[config.mk]
export PLATFORM = sky130hd
export DESIGN_NAME = cond_flag_register
export DESIGN_NICKNAME = d
export VERILOG_FILES = /design/src/rtl/cond_flag_register.sv
export SDC_FILE = /design/constraint.sdc
export NUM_CORES = 1
export LEC_CHECK = 0
export CELL_PAD_IN_SITES_DETAIL_PLACEMENT = 1
export CELL_PAD_IN_SITES_GLOBAL_PLACEMENT = 2
export CORE_MARGIN = 2
export CORE_UTILIZATION = 19
export DETAILED_ROUTE_END_ITERATION = 12
export PLACE_DENSITY_LB_ADDON = 0.1
export SLEW_MARGIN = 20
export SYNTH_ARGS = -nofsm -noshare
export SYNTH_HDL_FRONTEND = slang
export SYNTH_SLANG_ARGS = --single-unit
export TNS_END_PERCENT = 1
[constraint.sdc]
create_clock -name clk -period 1.6 [get_ports clk]
set_input_delay 0.4 -clock clk [delete_from_list [all_inputs] [get_ports clk]]
set_output_delay 0.4 -clock clk [all_outputs]
set_load 0.005 [all_outputs]
[src/rtl/cond_flag_register.sv]
// rtl/cond_flag_register.sv - NZCV flag register, write-enable gating and branch-penalty flush FSM
// Optional feature macro: FLAG_BYPASS_EN (zero-latency forward of committed flags onto Flags)
module cond_flag_register #(
    parameter int FLAG_W         = 4,
    parameter int BRANCH_PENALTY = 2
) (
    input  logic              clk,
    input  logic              rst,
    input  logic              Stall,
    input  logic [FLAG_W-1:0] ALUFlags,
    input  logic [1:0]        FlagWriteE,
    input  logic              CondEx,
    input  logic              RegWriteE,
    input  logic              MemWriteE,
    input  logic              BranchE,
    output logic [FLAG_W-1:0] Flags,
    output logic              RegWriteG,
    output logic              MemWriteG,
    output logic              PCSrcG,
    output logic              FlushReq,
    output logic              Squashing
);

    // Counter is sized to hold BRANCH_PENALTY-1 and only ever counts down to zero.
    localparam int              CNT_W    = $clog2(BRANCH_PENALTY + 1);
    localparam logic [CNT_W-1:0] CNT_LOAD = CNT_W'(BRANCH_PENALTY - 1);
    localparam logic [CNT_W-1:0] CNT_ONE  = CNT_W'(1);

    typedef enum logic {
        IDLE  = 1'b0,
        FLUSH = 1'b1
    } state_t;

    state_t            state;
    logic [CNT_W-1:0]  cnt;
    logic [FLAG_W-1:0] flags_q;
    logic              valid;
    logic              commit;

    // An instruction is live only outside the squash window; it commits when its condition holds and E is not held.
    assign valid  = (state == IDLE);
    assign commit = valid & CondEx & ~Stall;

    assign RegWriteG = RegWriteE & CondEx & valid;
    assign MemWriteG = MemWriteE & CondEx & valid;
    assign PCSrcG    = BranchE & CondEx & valid & ~Stall;
    assign Squashing = (state == FLUSH);
    assign FlushReq  = Squashing | PCSrcG;

    // Flag register: N/Z and C/V pairs are written independently on commit.
    always_ff @(posedge clk) begin
        if (rst) begin
            flags_q <= '0;
        end else if (commit) begin
            if (FlagWriteE[1]) flags_q[FLAG_W-1:FLAG_W-2] <= ALUFlags[FLAG_W-1:FLAG_W-2];
            if (FlagWriteE[0]) flags_q[1:0] <= ALUFlags[1:0];
        end
    end

    // Flags seen by the condition checker: register value, optionally overlaid with this cycle's committed pairs.
    always_comb begin
        Flags = flags_q;
`ifdef FLAG_BYPASS_EN
        if (commit && FlagWriteE[1]) Flags[FLAG_W-1:FLAG_W-2] = ALUFlags[FLAG_W-1:FLAG_W-2];
        if (commit && FlagWriteE[0]) Flags[1:0] = ALUFlags[1:0];
`endif
    end

    // Branch-penalty FSM: a taken branch opens a squash window of BRANCH_PENALTY unstalled cycles.
    always_ff @(posedge clk) begin
        if (rst) begin
            state <= IDLE;
            cnt   <= '0;
        end else begin
            case (state)
                IDLE: begin
                    if (PCSrcG) begin
                        state <= FLUSH;
                        cnt   <= CNT_LOAD;
                    end
                end
                FLUSH: begin
                    if (!Stall) begin
                        if (cnt == '0) state <= IDLE;
                        else           cnt   <= cnt - CNT_ONE;
                    end
                end
                default: begin
                    state <= IDLE;
                    cnt   <= '0;
                end
            endcase
        end
    end

endmodule

After elaboration in Yosys (flattened, before gate mapping)
Index checks and enable logic that the tools add are counted.
{"block": "word_totals", "reg_bits": 7, "out_inout_bits": 9}
{"block": "classes", "n_addsub": 1, "n_eq_ne": 3, "mux": 8, "bitwise_logic": 12, "n_reduce_logical": 4}
{"cell": "1-bit bitwise AND", "n": 9}
{"cell": "2-bit two-way mux", "n": 3}
{"cell": "2-bit != test (second input constant)", "n": 3}
{"cell": "2-bit one-hot mux with 2 select lines", "n": 1}
{"cell": "2-bit AND reduction", "n": 2}
{"cell": "1-bit two-way mux", "n": 3}
{"cell": "3-bit AND reduction", "n": 1}
{"cell": "2-bit logical NOT", "n": 1}
{"cell": "1-bit NOT", "n": 2}
{"cell": "1-bit one-hot mux with 2 select lines", "n": 1}
{"cell": "2-bit by 1-bit subtractor with 2-bit output (second input constant)", "n": 1}
{"cell": "1-bit bitwise OR", "n": 1}

Depth between registers and ports, before layout
{"block": "depth", "ltp_word": 5, "ltp_mapped": 5}

Worst setup path before layout
No wires, ideal clock.
{"block": "synth_path", "path_kind": "register to output", "from": "reg state, in the netlist Squashing", "to": "out FlushReq", "t_arrival_ps": 814, "required_ps": 1200, "path_slack_ps": 386, "path_stages_with_launch": 3, "n_path_buf": 0, "cell_sequence": "dfxtp_1 > nand4bb_4 > or2b_1"}
{"block": "synth_between", "elab_chain_cells": 4}
{"element": "start, declared", "line_no": "34", "source": "state_t state;"}
{"element": "start signal, assigned", "line_no": "72", "source": "state <= IDLE;"}
{"element": "start signal, assigned", "line_no": "78", "source": "state <= FLUSH;"}
{"element": "start signal, assigned", "line_no": "84", "source": "if (cnt == '0) state <= IDLE;"}
{"element": "1-bit NOT"}
{"element": "1-bit bitwise AND (2 in a row)", "line_no": "46", "source": "assign PCSrcG = BranchE & CondEx & valid & ~Stall;"}
{"element": "1-bit bitwise OR *", "line_no": "48", "source": "assign FlushReq = Squashing | PCSrcG;"}
{"element": "end, declared", "line_no": "20", "source": "output logic FlushReq,"}
Mark *: on every way between the ends. The rest lies on a longest branch, timed or not.

Final worst setup path
{"block": "layout_path", "from": "in RegWriteE", "to": "out RegWriteG"}
{"block": "layout_between", "elab_chain_cells": 2}
{"element": "start, declared", "line_no": "13", "source": "input logic RegWriteE,"}
{"element": "1-bit bitwise AND (2 in a row)", "line_no": "44", "source": "assign RegWriteG = RegWriteE & CondEx & valid;"}
{"element": "end, declared", "line_no": "17", "source": "output logic RegWriteG,"}
Every way passes these cells.

==> flow_summary.json <==
{
  "yosysUniqueCellTypes": 19,
  "cts_root_buffer": "clkbuf_4",
  "path_class": "input port to output port",
  "synth_edf_count": 0,
  "setup_viol": 0,
  "diodes": 0,
  "syn_nets": 49,
  "rr_startpoint": "cnt[0]$_SDFFE_PP0P_",
  "p_total_mw": 0.435,
  "rows": 15,
  "p_leak_nw": 0.287,
  "relSlewSlack_pct": 79.0,
  "rr_worst_depth": 5,
  "synth_area_leaders": "dfxtp_1, mux2i_1, nand4bb_4",
  "die-area_sq_um": 2320,
  "worst_ep_arrival_time_ns": 1.12,
  "syn2layout_area_growth_pct": 78.4,
  "drt_iter0_markers": 1,
  "hold_start": "cnt[0]$_SDFFE_PP0P_",
  "post_cts_buffers": 0,
  "tightest_slew_ns": 0.314,
  "grt_usage_pct": 10.6,
  "setup_tns_ns": 0,
  "status": "finished clean",
  "cp_max_fo": 1,
  "finalCritPeriodShare_pct": 95.2,
  "synthCells": 35,
  "grt_pass1_vias": 397,
  "design_area_sq_um": 661,
  "cp-start-kind": "input port",
  "ys.flop_type": "dfxtp_1",
  "drv_slew": 0,
  "reg2reg_to": "cnt[0]$_SDFFE_PP0P_",
  "power_density_nw_per_um2": 658,
  "rrSetupSlack_ns": 0.41,
  "ys_seq_area_share_pct": 37.8,
  "die_w_um": 48.2,
  "drive_gt1_share_pct": 31.3,
  "cap_violations": 0,
  "ant_nets": 0,
  "synth.cell_area_sq_um": 370,
  "viasPerCell": 4.11,
  "nFillCells": 206,
  "postCtsHoldBufs": 0,
  "drt-pass1-iter-count": 2,
  "placed_area_sq_um": 646,
  "wl_per_cell_um": 11.7,
  "avgSynthCellArea_sq_um": 10.6,
  "numCtsBuffers": 3,
  "end_kind": "output port",
  "synthArstFlopShare_pct": 0,
  "clkLatencyLatePin_ns": 0.24,
  "start_util_pct": 20.8,
  "antenna_found_initial": 0,
  "synth_top_cell_by_area": "dfxtp_1",
  "cts.sinks": 7,
  "ys.warnings.count": 0,
  "synth_seq_cells": 7,
  "instances_no_fill": 89,
  "dp.cells": 85,
  "grt_pass1_wl_mm": 1.64,
  "min_to": "cnt[0]$_SDFFE_PP0P_",
  "grt_setup_unrepaired": "no",
  "skew_ns": 0.000731,
  "cp.required_ns": 1.20,
  "vias": 366,
  "routed_wl_mm": 1.04,
  "ir_drop_v": 0.000392,
  "coreArea_sq_um": 1780,
  "h-tree-depth": 1,
  "hpwlAfterDp_um": 888,
  "synthTopCellsByCount": "dfxtp_1, nor2_1, mux2i_1",
  "place.gp.congestion": 0.716,
  "fin_crit_ns": 1.52,
  "io_buffers": 21,
  "hp-class": "flip-flop to flip-flop",
  "clkSlewWorstSetupHoldPaths_ns": 0.05,
  "min_path_cells": 1,
  "clock.fmax_mhz": 656,
  "drc": 0,
  "grt-ovfl-total": 0,
  "cts_buffer_depth": 2,
  "yosysTopAreaCellShare_pct": 37.8,
  "hold_viol": 0,
  "post-route-util_pct": 37.1,
  "nets": 79,
  "synth_most_common_cell": "dfxtp_1",
  "grt_start_max_net_pins": 9,
  "cts_tree": "done",
  "ios": 22,
  "die-height_um": 48.2
}
-- layout by cell type (no fill, tap or decap) --
| master | count |
|---|---|
| clkdlybuf4s15_2 | 1 |
| nand4bb_4 | 1 |
| and4bb_2 | 2 |
| clkbuf_2 | 1 |
| buf_6 | 1 |
| a21oi_1 | 1 |
| dfxtp_2 | 1 |
| o41ai_2 | 1 |
| mux2i_1 | 4 |
| ha_1 | 1 |
| clkdlybuf4s15_1 | 2 |
| buf_4 | 4 |
| dlygate4sd2_1 | 2 |
| and3b_1 | 1 |
| clkbuf_1 | 1 |
| nand2_1 | 1 |
| dfxtp_1 | 6 |
| inv_2 | 1 |
| clkbuf_4 | 3 |
| nor3_1 | 1 |
| clkdlybuf4s50_1 | 13 |
| o21ai_0 | 1 |
| nor2_1 | 5 |
| a211oi_1 | 1 |
| buf_2 | 2 |
| and3b_2 | 1 |
| inv_1 | 3 |
| nor3b_4 | 1 |
| or2b_1 | 1 |
-- per-layer routing --
metal	GRT usage (%)	routed length (um)
met2	19.5	588
met1	10.7	392
met4	4.86	0
met5	0	0
met3	3.33	63
-- critical path, cell delays in order --
cell and delay [ns]:
clkdlybuf4s50_1 0.46, and3b_1 0.15, buf_2 0.11
-- cell families after synthesis --
kind of cell             count (synthesis)  share of synthesized area [%]
buffers and inverters                    5                           5.07
multiplexers                             4                           10.8
adder cells (fa/ha/maj)                  1                           3.38
flip-flops                               7                           37.8
AND/OR/NAND/NOR                         14                           33.8
AO/OA/AOI/OAI                            4                           9.12
-- how the worst max path moves through the flow --
stage                                    start        end
after floorplan           Squashing$_SDFF_PP0_   FlushReq
after global placement                  CondEx   FlushReq
after detailed placement                CondEx   FlushReq
after CTS                 Squashing$_SDFF_PP0_   FlushReq
after global routing      Squashing$_SDFF_PP0_     PCSrcG
final                                RegWriteE  RegWriteG
-- sequential cells by signal, indices dropped and copies added, names as in the netlist --
| name | cells |
|---|---|
| cnt | 2 |
| Squashing | 1 |
| Flags | 4 |
-- metrics by stage --
step,worst slack (ns),hold WS (ns)
after floorplan,0.386,0.443
after global placement,-0.527,0.453
after detailed placement,-0.555,0.469
after CTS,0.00528,0.481
after global routing,0.0185,0.520
final,0.0768,0.474
-- where the power goes --
part | switching, mW | internal, mW | total (mW)
sequential | 0.00392 | 0.181 | 0.185
combinational | 0.0311 | 0.0589 | 0.0900
clock | 0.0648 | 0.0952 | 0.160
total | 0.0998 | 0.335 | 0.435
-- area by class of cell --
type / instances / area, sq um / area share, %
clock buffers: 4 / 26.3 / 3.98
inverters: 4 / 15.0 / 2.27
multi-input cells: 23 / 211 / 32.0
flip-flops and latches: 7 / 141 / 21.4
well taps: 25 / 31.3 / 4.73
repair buffers: 26 / 235 / 35.6
-- what timing repair did --
item | in CTS | in global routing
pin swaps | 1 | 0
endpoints found under the setup margin | 5 | 1
resized for setup | 21 | 1
(Power assumes the default switching activity.)
